--- src/rtl/tcn_fifo_addr_encoder_mr.sv ---
// Multi-region TCN FIFO address encoder: maps logical activation-memory addresses
// onto NUM_REGIONS independent circular block buffers with one cycle of latency.
module tcn_fifo_addr_encoder_mr #(
    parameter int ADDR_W      = 16,
    parameter int NUM_REGIONS = 4,
    parameter int REG_W       = (NUM_REGIONS > 1) ? $clog2(NUM_REGIONS) : 1
) (
    input  logic              clk,
    input  logic              reset,
    input  logic              fifo_active,
    input  logic              cfg_wr_en,
    input  logic [REG_W-1:0]  cfg_region,
    input  logic [ADDR_W-1:0] cfg_base,
    input  logic [ADDR_W-1:0] cfg_block_size,
    input  logic [ADDR_W-1:0] cfg_total_blocks,
    output logic              cfg_err,
    input  logic              rd_en,
    input  logic [REG_W-1:0]  rd_region,
    input  logic [ADDR_W-1:0] rd_addr,
    input  logic              wr_en,
    input  logic [REG_W-1:0]  wr_region,
    input  logic [ADDR_W-1:0] wr_addr,
    input  logic              update_en,
    input  logic [REG_W-1:0]  update_region,
    output logic              out_rd_en,
    output logic [ADDR_W-1:0] out_rd_addr,
    output logic              out_wr_en,
    output logic [ADDR_W-1:0] out_wr_addr,
    output logic              range_err
);

    logic [ADDR_W-1:0] base_q  [NUM_REGIONS];
    logic [ADDR_W-1:0] bs_q    [NUM_REGIONS];
    logic [ADDR_W:0]   size_q  [NUM_REGIONS];
    logic [ADDR_W-1:0] head_q  [NUM_REGIONS];
    logic              valid_q [NUM_REGIONS];
    logic [ADDR_W-1:0] base_d  [NUM_REGIONS];
    logic [ADDR_W-1:0] bs_d    [NUM_REGIONS];
    logic [ADDR_W:0]   size_d  [NUM_REGIONS];
    logic [ADDR_W-1:0] head_d  [NUM_REGIONS];
    logic              valid_d [NUM_REGIONS];

    logic              out_rd_en_q, out_rd_en_d, out_wr_en_q, out_wr_en_d;
    logic [ADDR_W-1:0] out_rd_addr_q, out_rd_addr_d, out_wr_addr_q, out_wr_addr_d;
    logic              range_err_q, range_err_d, cfg_err_q, cfg_err_d;

    logic [2*ADDR_W-1:0] cfg_prod_s;
    logic [2*ADDR_W-1:0] cfg_lim_s;
    logic                cfg_ok_s;
    logic                rd_ok_s, wr_ok_s;
    logic [ADDR_W-1:0]   rd_phys_s, wr_phys_s;

    function automatic logic region_in_range(input logic [REG_W-1:0] r);
        return (int'(r) < NUM_REGIONS);
    endfunction

    // One conditional subtract replaces the modulo: both operands are already below size.
    function automatic logic [ADDR_W-1:0] wrap_add(input logic [ADDR_W-1:0] x,
                                                   input logic [ADDR_W-1:0] y,
                                                   input logic [ADDR_W:0]   size);
        logic [ADDR_W+1:0] s;
        s = {2'b00, x} + {2'b00, y};
        s = (s >= {1'b0, size}) ? (s - {1'b0, size}) : s;
        return s[ADDR_W-1:0];
    endfunction

    function automatic logic addr_ok(input logic [REG_W-1:0]  r,
                                     input logic [ADDR_W-1:0] a,
                                     input logic              v,
                                     input logic [ADDR_W:0]   size);
        return region_in_range(r) && v && ({1'b0, a} < size);
    endfunction

    assign cfg_prod_s = {{ADDR_W{1'b0}}, cfg_block_size} * {{ADDR_W{1'b0}}, cfg_total_blocks};
    assign cfg_lim_s  = {{(ADDR_W-1){1'b0}}, 1'b1, {ADDR_W{1'b0}}};
    assign cfg_ok_s   = (cfg_prod_s != {(2*ADDR_W){1'b0}}) && (cfg_prod_s <= cfg_lim_s);

    assign rd_ok_s   = addr_ok(rd_region, rd_addr, valid_q[rd_region], size_q[rd_region]);
    assign wr_ok_s   = addr_ok(wr_region, wr_addr, valid_q[wr_region], size_q[wr_region]);
    assign rd_phys_s = base_q[rd_region] + wrap_add(rd_addr, head_q[rd_region], size_q[rd_region]);
    assign wr_phys_s = base_q[wr_region] + wrap_add(wr_addr, head_q[wr_region], size_q[wr_region]);

    // Per-region next state: an accepted config overrides a same-cycle head update.
    always_comb begin
        for (int r = 0; r < NUM_REGIONS; r++) begin
            base_d[r]  = base_q[r];
            bs_d[r]    = bs_q[r];
            size_d[r]  = size_q[r];
            head_d[r]  = head_q[r];
            valid_d[r] = valid_q[r];
            if (cfg_wr_en && cfg_ok_s && (cfg_region == REG_W'(r))) begin
                base_d[r]  = cfg_base;
                bs_d[r]    = cfg_block_size;
                size_d[r]  = cfg_prod_s[ADDR_W:0];
                head_d[r]  = {ADDR_W{1'b0}};
                valid_d[r] = 1'b1;
            end else if (update_en && valid_q[r] && (update_region == REG_W'(r))) begin
                head_d[r] = wrap_add(head_q[r], bs_q[r], size_q[r]);
            end else begin
                head_d[r] = head_q[r];
            end
        end
    end

    // Output next state: addresses hold unless their enable is accepted.
    always_comb begin
        out_rd_en_d   = 1'b0;
        out_wr_en_d   = 1'b0;
        out_rd_addr_d = out_rd_addr_q;
        out_wr_addr_d = out_wr_addr_q;
        range_err_d   = 1'b0;
        cfg_err_d     = cfg_wr_en && !cfg_ok_s;
        if (fifo_active) begin
            out_rd_en_d   = rd_en && rd_ok_s;
            out_wr_en_d   = wr_en && wr_ok_s;
            out_rd_addr_d = (rd_en && rd_ok_s) ? rd_phys_s : out_rd_addr_q;
            out_wr_addr_d = (wr_en && wr_ok_s) ? wr_phys_s : out_wr_addr_q;
            range_err_d   = (rd_en && !rd_ok_s) || (wr_en && !wr_ok_s);
        end else begin
            out_rd_en_d   = rd_en;
            out_wr_en_d   = wr_en;
            out_rd_addr_d = rd_en ? rd_addr : out_rd_addr_q;
            out_wr_addr_d = wr_en ? wr_addr : out_wr_addr_q;
        end
    end

    // Region configuration and head pointer registers.
    always_ff @(posedge clk or posedge reset) begin
        if (reset) begin
            for (int r = 0; r < NUM_REGIONS; r++) begin
                base_q[r]  <= {ADDR_W{1'b0}};
                bs_q[r]    <= {ADDR_W{1'b0}};
                size_q[r]  <= {(ADDR_W+1){1'b0}};
                head_q[r]  <= {ADDR_W{1'b0}};
                valid_q[r] <= 1'b0;
            end
        end else begin
            for (int r = 0; r < NUM_REGIONS; r++) begin
                base_q[r]  <= base_d[r];
                bs_q[r]    <= bs_d[r];
                size_q[r]  <= size_d[r];
                head_q[r]  <= head_d[r];
                valid_q[r] <= valid_d[r];
            end
        end
    end

    // Registered outputs.
    always_ff @(posedge clk or posedge reset) begin
        if (reset) begin
            out_rd_en_q   <= 1'b0;
            out_wr_en_q   <= 1'b0;
            out_rd_addr_q <= {ADDR_W{1'b0}};
            out_wr_addr_q <= {ADDR_W{1'b0}};
            range_err_q   <= 1'b0;
            cfg_err_q     <= 1'b0;
        end else begin
            out_rd_en_q   <= out_rd_en_d;
            out_wr_en_q   <= out_wr_en_d;
            out_rd_addr_q <= out_rd_addr_d;
            out_wr_addr_q <= out_wr_addr_d;
            range_err_q   <= range_err_d;
            cfg_err_q     <= cfg_err_d;
        end
    end

    assign out_rd_en   = out_rd_en_q;
    assign out_wr_en   = out_wr_en_q;
    assign out_rd_addr = out_rd_addr_q;
    assign out_wr_addr = out_wr_addr_q;
    assign range_err   = range_err_q;
    assign cfg_err     = cfg_err_q;

endmodule

--- config.mk ---
export PLATFORM = sky130hd
export DESIGN_NAME = tcn_fifo_addr_encoder_mr
export DESIGN_NICKNAME = d
export VERILOG_FILES = /design/src/rtl/tcn_fifo_addr_encoder_mr.sv
export SDC_FILE = /design/constraint.sdc
export NUM_CORES = 2
export LEC_CHECK = 0
export CORE_AREA = 3 3 318 320
export DETAILED_ROUTE_END_ITERATION = 8
export DIE_AREA = 0 0 321 323
export PLACE_DENSITY = 0.49
export RECOVER_POWER = 50
export SYNTH_ARGS = -nofsm -noshare
export SYNTH_HDL_FRONTEND = slang
export SYNTH_SLANG_ARGS = --single-unit
--- constraint.sdc ---
create_clock -name clk -period 11.4 [get_ports clk]
set_input_delay 2.28 -clock clk [delete_from_list [all_inputs] [get_ports clk]]
set_output_delay 2.28 -clock clk [all_outputs]
set_load 0.02 [all_outputs]
# After elaboration in Yosys (flattened, before gate mapping)
# Index checks and enable logic that the tools add are counted.
totals:
  regBits: 300
  elab_cells: 145
op_classes:
  n_lt_le_gt_ge: 11
  n_mux: 47
  bitwise: 2
  n_reduce_logical: 36
  n_addsub: 14
  n_mul: 1
  eq_ne: 8
op_table:
  columns: ["op", "count"]
  rows:
  - ["16-bit 2-to-1 mux", 28]
  - ["16-bit binary-select mux with 2-bit select", 4]
  - ["16-bit by 16-bit adder with 17-bit output", 6]
  - ["17-bit greater-or-equal comparator", 6]
  - ["16-bit subtractor", 6]
  - ["17-bit binary-select mux with 2-bit select", 2]
  - ["17-bit 2-to-1 mux", 4]
  - ["16-bit by 17-bit less-than comparator with 1-bit output", 2]
  - ["16-bit adder", 2]
  - ["32-bit by 17-bit <= comparator with 1-bit output (second input constant)", 1]
  - ["16-bit by 16-bit multiplier with 32-bit output", 1]
  - ["32-bit nonzero test", 1]
  - ["1-bit logical AND", 21]
  - ["2-bit nonzero test", 6]
  - ["2-bit == test (second input constant)", 4]
  - ["1-bit 2-to-1 mux", 7]
  - ["3-bit greater-or-equal comparator (second input constant)", 2]
  - ["2-bit NOT with 3-bit output", 2]
  - ["1-bit binary-select mux with 2-bit select", 2]
  - ["2-bit by 1-bit == test with 1-bit output (second input constant)", 2]
  - ["2-bit zero test", 2]
  - ["2-bit by 1-bit inequality test with 1-bit output (second input constant)", 2]
  - ["2-bit AND reduction", 2]
  - ["1-bit zero test", 3]
  - ["1-bit logical OR", 1]

# Logic depth before layout (Yosys ltp)
logic_depth:
  word_depth: 10
  depth_mapped: 35
  mapped_depth_nobuf: 31

# Least setup slack after synthesis
# OpenSTA, ideal clock, no wires.
synth_timing:
  path_type: "in2reg"
  start: "input port wr_region[0]"
  end: "register out_wr_addr_q[15] (netlist: out_wr_addr[15])"
  required_ns: 11.263
  stages: 32
  n_path_buf: 4
  slack_ns: 1.136
  setup_ns: 0.137
  arrival_ns: 10.127
  path_cell_list: "clkbuf_1 clkbuf_1 buf_1 mux4_2 ha_1 fa_1 a21o_1 a21oi_1 o21bai_1 a211o_1 nand3_1 and4b_1 xnor2_1 ha_1 a21o_1 a21o_1 a2111oi_0 a31oi_1 o221ai_1 clkbuf_1 mux2_2 ha_1 a211oi_1 o21a_1 o31ai_1 o41ai_1 o21ai_0 o21a_1 nor2_1 xnor3_1 mux2i_1 a21oi_1"
synth_between:
  elab_chain_cells: 10
synth_rtl:
  columns: ["element", "line_no", "text"]
  rows:
  - ["from (decl)", "21", "input logic [REG_W-1:0] wr_region,"]
  - ["2-bit NOT with 3-bit output (implied by the code) *", "79, 81", null]
  - ["16-bit binary-select mux with 2-bit select", "81", "assign wr_phys_s = base_q[wr_region] + wrap_add(wr_addr, head_q[wr_region], size_q[wr_region]);"]
  - ["16-bit 2-to-1 mux (implied by the code) (2 in series)", "81", null]
  - ["16-bit by 16-bit adder with 17-bit output", "62", "s = {2'b00, x} + {2'b00, y};"]
  - ["16-bit subtractor / 17-bit greater-or-equal comparator (equally long branches)", "63", "s = (s >= {1'b0, size}) ? (s - {1'b0, size}) : s;"]
  - ["16-bit 2-to-1 mux", "63", null]
  - ["16-bit adder", "81", null]
  - ["16-bit 2-to-1 mux", "117", "out_wr_addr_d = (wr_en && wr_ok_s) ? wr_phys_s : out_wr_addr_q;"]
  - ["16-bit 2-to-1 mux", "113", "if (fifo_active) begin"]
  - ["to (signal assigned)", "154", "out_wr_addr_q <= {ADDR_W{1'b0}};"]
  - ["to (signal assigned)", "161", "out_wr_addr_q <= out_wr_addr_d;"]
  - ["to (decl)", "44", "logic [ADDR_W-1:0] out_rd_addr_q, out_rd_addr_d, out_wr_addr_q, out_wr_addr_d;"]
# Every way passes the cells marked *; elsewhere a longest branch is shown, timed or not. The select of a mux whose other input is x is not followed.
# A chain may end at the register's enable or synchronous reset.

# Worst setup path in the final report
layout_timing:
  start: "input port cfg_block_size[5]"
  end: "register base_q[31] (netlist bit)"
layout_between:
  elab_chain_cells: 5
layout_rtl:
  columns: ["element", "line_no", "text"]
  rows:
  - ["from (decl)", "14", "input logic [ADDR_W-1:0] cfg_block_size,"]
  - ["16-bit by 16-bit multiplier with 32-bit output *", "74", "assign cfg_prod_s = {{ADDR_W{1'b0}}, cfg_block_size} * {{ADDR_W{1'b0}}, cfg_total_blocks};"]
  - ["32-bit by 17-bit <= comparator with 1-bit output / 32-bit nonzero test (equally long branches)", "76", "assign cfg_ok_s = (cfg_prod_s != {(2*ADDR_W){1'b0}}) && (cfg_prod_s <= cfg_lim_s);"]
  - ["1-bit logical AND *", "76", null]
  - ["1-bit logical AND * (2 in series)", "91", "if (cfg_wr_en && cfg_ok_s && (cfg_region == REG_W'(r))) begin"]
  - ["to (signal, indexed assignment)", "131", "base_q[r] <= {ADDR_W{1'b0}};"]
  - ["to (signal, indexed assignment)", "139", "base_q[r] <= base_d[r];"]
  - ["to (decl)", "32", "logic [ADDR_W-1:0] base_q [NUM_REGIONS];"]
# Every way passes the cells marked *; elsewhere a longest branch is shown, timed or not.

==> results.md <==
* TritonCTS Buffers at 38
* Worst-skew pair later-pin latency at 0.58 ns
* Htree depth at 2
* Count of buffers from port buffering at 130
* Synth warnings at 0
* Sequential element share of the synthesized area at 21.8%
* Fmax at 97.2 MHz
* Routed Wire Length at 112 mm
* FILL cells at 9,952
* Clock skew at 0.0299 ns
* Initial Util at 35.0%
* Max_cap viols at 2
* Io pins at 131
* First-pass GRT wire length at 171 mm
* CP max stage cell: clkdlybuf4s50_1
* Crit end category: register
* Largest cells by area after synthesis: dfrtp_1, ha_1, fa_1
* First-pass DRT Iterations at 5
* Worst-path fanout max at 55
* Share of layout cells above drive strength 1 at 11.8%
* Final setup violation count at 0
* Synth cell types at 79
* Residual DRC at 0
* Clock sink count at 300
* DP Worst Slack at 0.571 ns
* Tot GR Track Use at 21.7%
* Adder-cell share of the synthesized area at 25.3%
* Placed Area at 0.0372 mm²
* Post-layout util at 39.1%
* Core box area at 0.0984 mm²
* Ys async rst share at 100%
* DRT iter0 DRCs at 1,678
* Gpl congestion at 0.915
* Setup ws final at 1.11 ns
* Final Critical Period at 10.29 ns
* Slew Viols, Final at 168
* Die area at 0.104 mm²
* GRT overflow at 0
* Multi-input logic area at 0.0250 mm²
* Net Count, Synth at 4,278
* Final Hold Viols at 0
* Via Count at 27,000
* # hold bufs at CTS at 0
* Failing checks: capacitance limit, slew limit
* CTS max path bufs at 3
* Top-area cell type share of the netlist area at 21.8%
* Slew @ Worst Pin at 4.95 ns
* Compound-cell area share of the yosys netlist at 13.4%
* Largest net degree at the start of global routing at 136
* Routed Antenna Nets at 0
* Crit Path Class: in -> reg
* Cell area after synthesis at 0.0344 mm²
* Clock transition at path regs at 0.06 ns
* EDFF count, synth at 0
* Die H at 323 µm
* Pleak at 18.1 nW
* Worst endpoint required time at 11.85 ns
* Largest family of logic cells by synthesized area: adder cells
* CP most frequent cell: fa_1
* Area grow syn2layout at 11.7%
* CTS tree: yes
* Syn Inst Count at 3,613
* Unrepaired setup endpoints after global routing: false
* Outcome: finished, violations left
* Mean post-synth cell area at 9.53 µm²
* Pwr Density at 191 mW/mm²
* Final Cell Area at 0.0385 mm²
* Final nets at 4,351
* Post-synthesis simple-gate area fraction at 13.9%
* Root Driver: clkbuf_16
* Post-synthesis mux area share at 15.1%
* Initial antenna violation count at 5
* XOR/XNOR Fraction of Synth Area at 4.67%
* Setup TNS at 0 ns
* Post-CTS Setup Repair Bufs at 0
* Cts repair resizes at 0
* Worst Path Arrival at 10.74 ns
* Vias per cell at 5.41
* Relative slew margins at -230%
* #FFs+latches synth at 300
* Crit-path cells: clkdlybuf4s50_1, and2_1, fa_1, inv_1, fa_1, fa_1, fa_1, inv_1, fa_1, fa_1, ha_1, a211oi_1, o21ai_0, a31oi_1, o31ai_1, o41ai_1, mux2_2, a2111oi_0, buf_4, nand4b_4, or4_4, buf_12, mux2_1
* Max incr delay on CP at 0.88 ns
* Row Count at 115
* Hold Path Class: reg -> reg
* Max IR drop VDD at 0.347 mV
* Die W at 321 µm
* Average wire per standard cell at 22.5 µm
* Crit start category: input port
* Post-synth top area cell: dfrtp_1
* Sequential Area at 0.00751 mm²
* Top FF cell, synth: dfrtp_1
* Number of global-route vias before repair at 27,100
* DP HPWL at 89.6 mm
* Tcrit/Tclk final at 90.2%
[final timing paths]
check,from,slack [ns],cells after the start,endpoint
setup / recovery,cfg_block_size[5],1.11,23,base_q[31]
hold / removal,out_rd_addr[8],0.47,2,out_rd_addr[8]
setup reg to reg,head_q[16],3.40,30,out_wr_addr[15]
hold reg to reg,out_rd_addr[8],0.47,2,out_rd_addr[8]
max in group asynchronous,reset,3.20,4,bs_q[2]
min in group asynchronous,reset,3.59,2,bs_q[51]
[cells in the mapped netlist (24+ instances only)]
library cell  count
inv_1           374
ha_1            362
dfrtp_1         300
nand2_1         260
nor2_1          228
fa_1            208
a21oi_1         184
mux2_2          180
and2_1          162
o21ai_0         140
xnor2_1         121
clkbuf_1        100
mux4_2          100
nor3_1           72
a21o_1           69
mux2i_1          64
xor2_1           60
a211oi_1         57
nand3_1          50
nor2b_1          38
o21a_1           33
nand4_1          27
o21bai_1         27
and3_1           26
a31oi_1          25
nand2b_1         25
o211ai_1         24
[area by class of cell]
cell class	instances	area share (%)
Antenna cell	1	0.00651
Clock buffer	47	2.77
Clock inverter	16	0.491
Inverter	375	3.66
Multi-Input combinational cell	2796	64.9
Sequential cell	300	19.5
Tap cell	1287	4.19
Timing Repair Buffer	175	4.41
[layer usage]
layer	global-route usage, %	share of wire [%]	up-vias
li1	-	-	12900
met1	28.3	44	13400
met2	37.5	48	581
met3	1.81	3.5	149
met4	8.07	4.2	4
met5	0	0.024	-
[layout by cell type (no fill, tap or decap), types with 121 or more instances in the layout]
| cell type | count |
|---|---|
| a21oi_1 | 183 |
| and2_1 | 162 |
| dfrtp_1 | 300 |
| fa_1 | 208 |
| ha_1 | 362 |
| inv_1 | 373 |
| mux2_2 | 180 |
| nand2_1 | 260 |
| nor2_1 | 228 |
| o21ai_0 | 140 |
| xnor2_1 | 121 |
[state kept, by name, indices dropped and copies added (netlist names)]
name	flops
head_q	64
bs_q	64
valid_q	4
out_wr_en	1
out_rd_addr	16
range_err	1
out_wr_addr	16
size_q	68
out_rd_en	1
base_q	64
cfg_err	1
[logic make-up after synthesis]
logic type / after synthesis
AND/OR/NAND/NOR: 972
AO/OA/AOI/OAI: 703
adder cells (fa/ha/maj): 570
buffers and inverters: 517
multiplexers: 369
flip-flops: 300
XOR/XNOR: 182
[worst max-delay path, delay by kind of cell]
| kind | cells | cell delay, ns |
|---|---|---|
| buf+inv | 5 | 1.46 |
| compound gates | 6 | 1.76 |
| mux | 2 | 0.74 |
| fa+ha+maj | 7 | 3.30 |
| simple gates | 3 | 1.15 |
[where the power goes]
part	internal (mW)	switching, mW
clock	0.734	0.518
combinational	1.95	3.02
sequential	1.10	0.0327
[through the flow]
| stage | total power, mW | cells | hold WS [ns] |
|---|---|---|---|
| after floorplan | 4.77 | 3613 | 0.469 |
| after global placement | 6.14 | 4933 | 0.464 |
| after detailed placement | 6.11 | 4933 | 0.472 |
| after CTS | 7.41 | 4996 | 0.484 |
| after global routing | 8.09 | 4996 | 0.501 |
| final | 7.35 | 4997 | 0.471 |
Power figures use the tool's default switching activity.
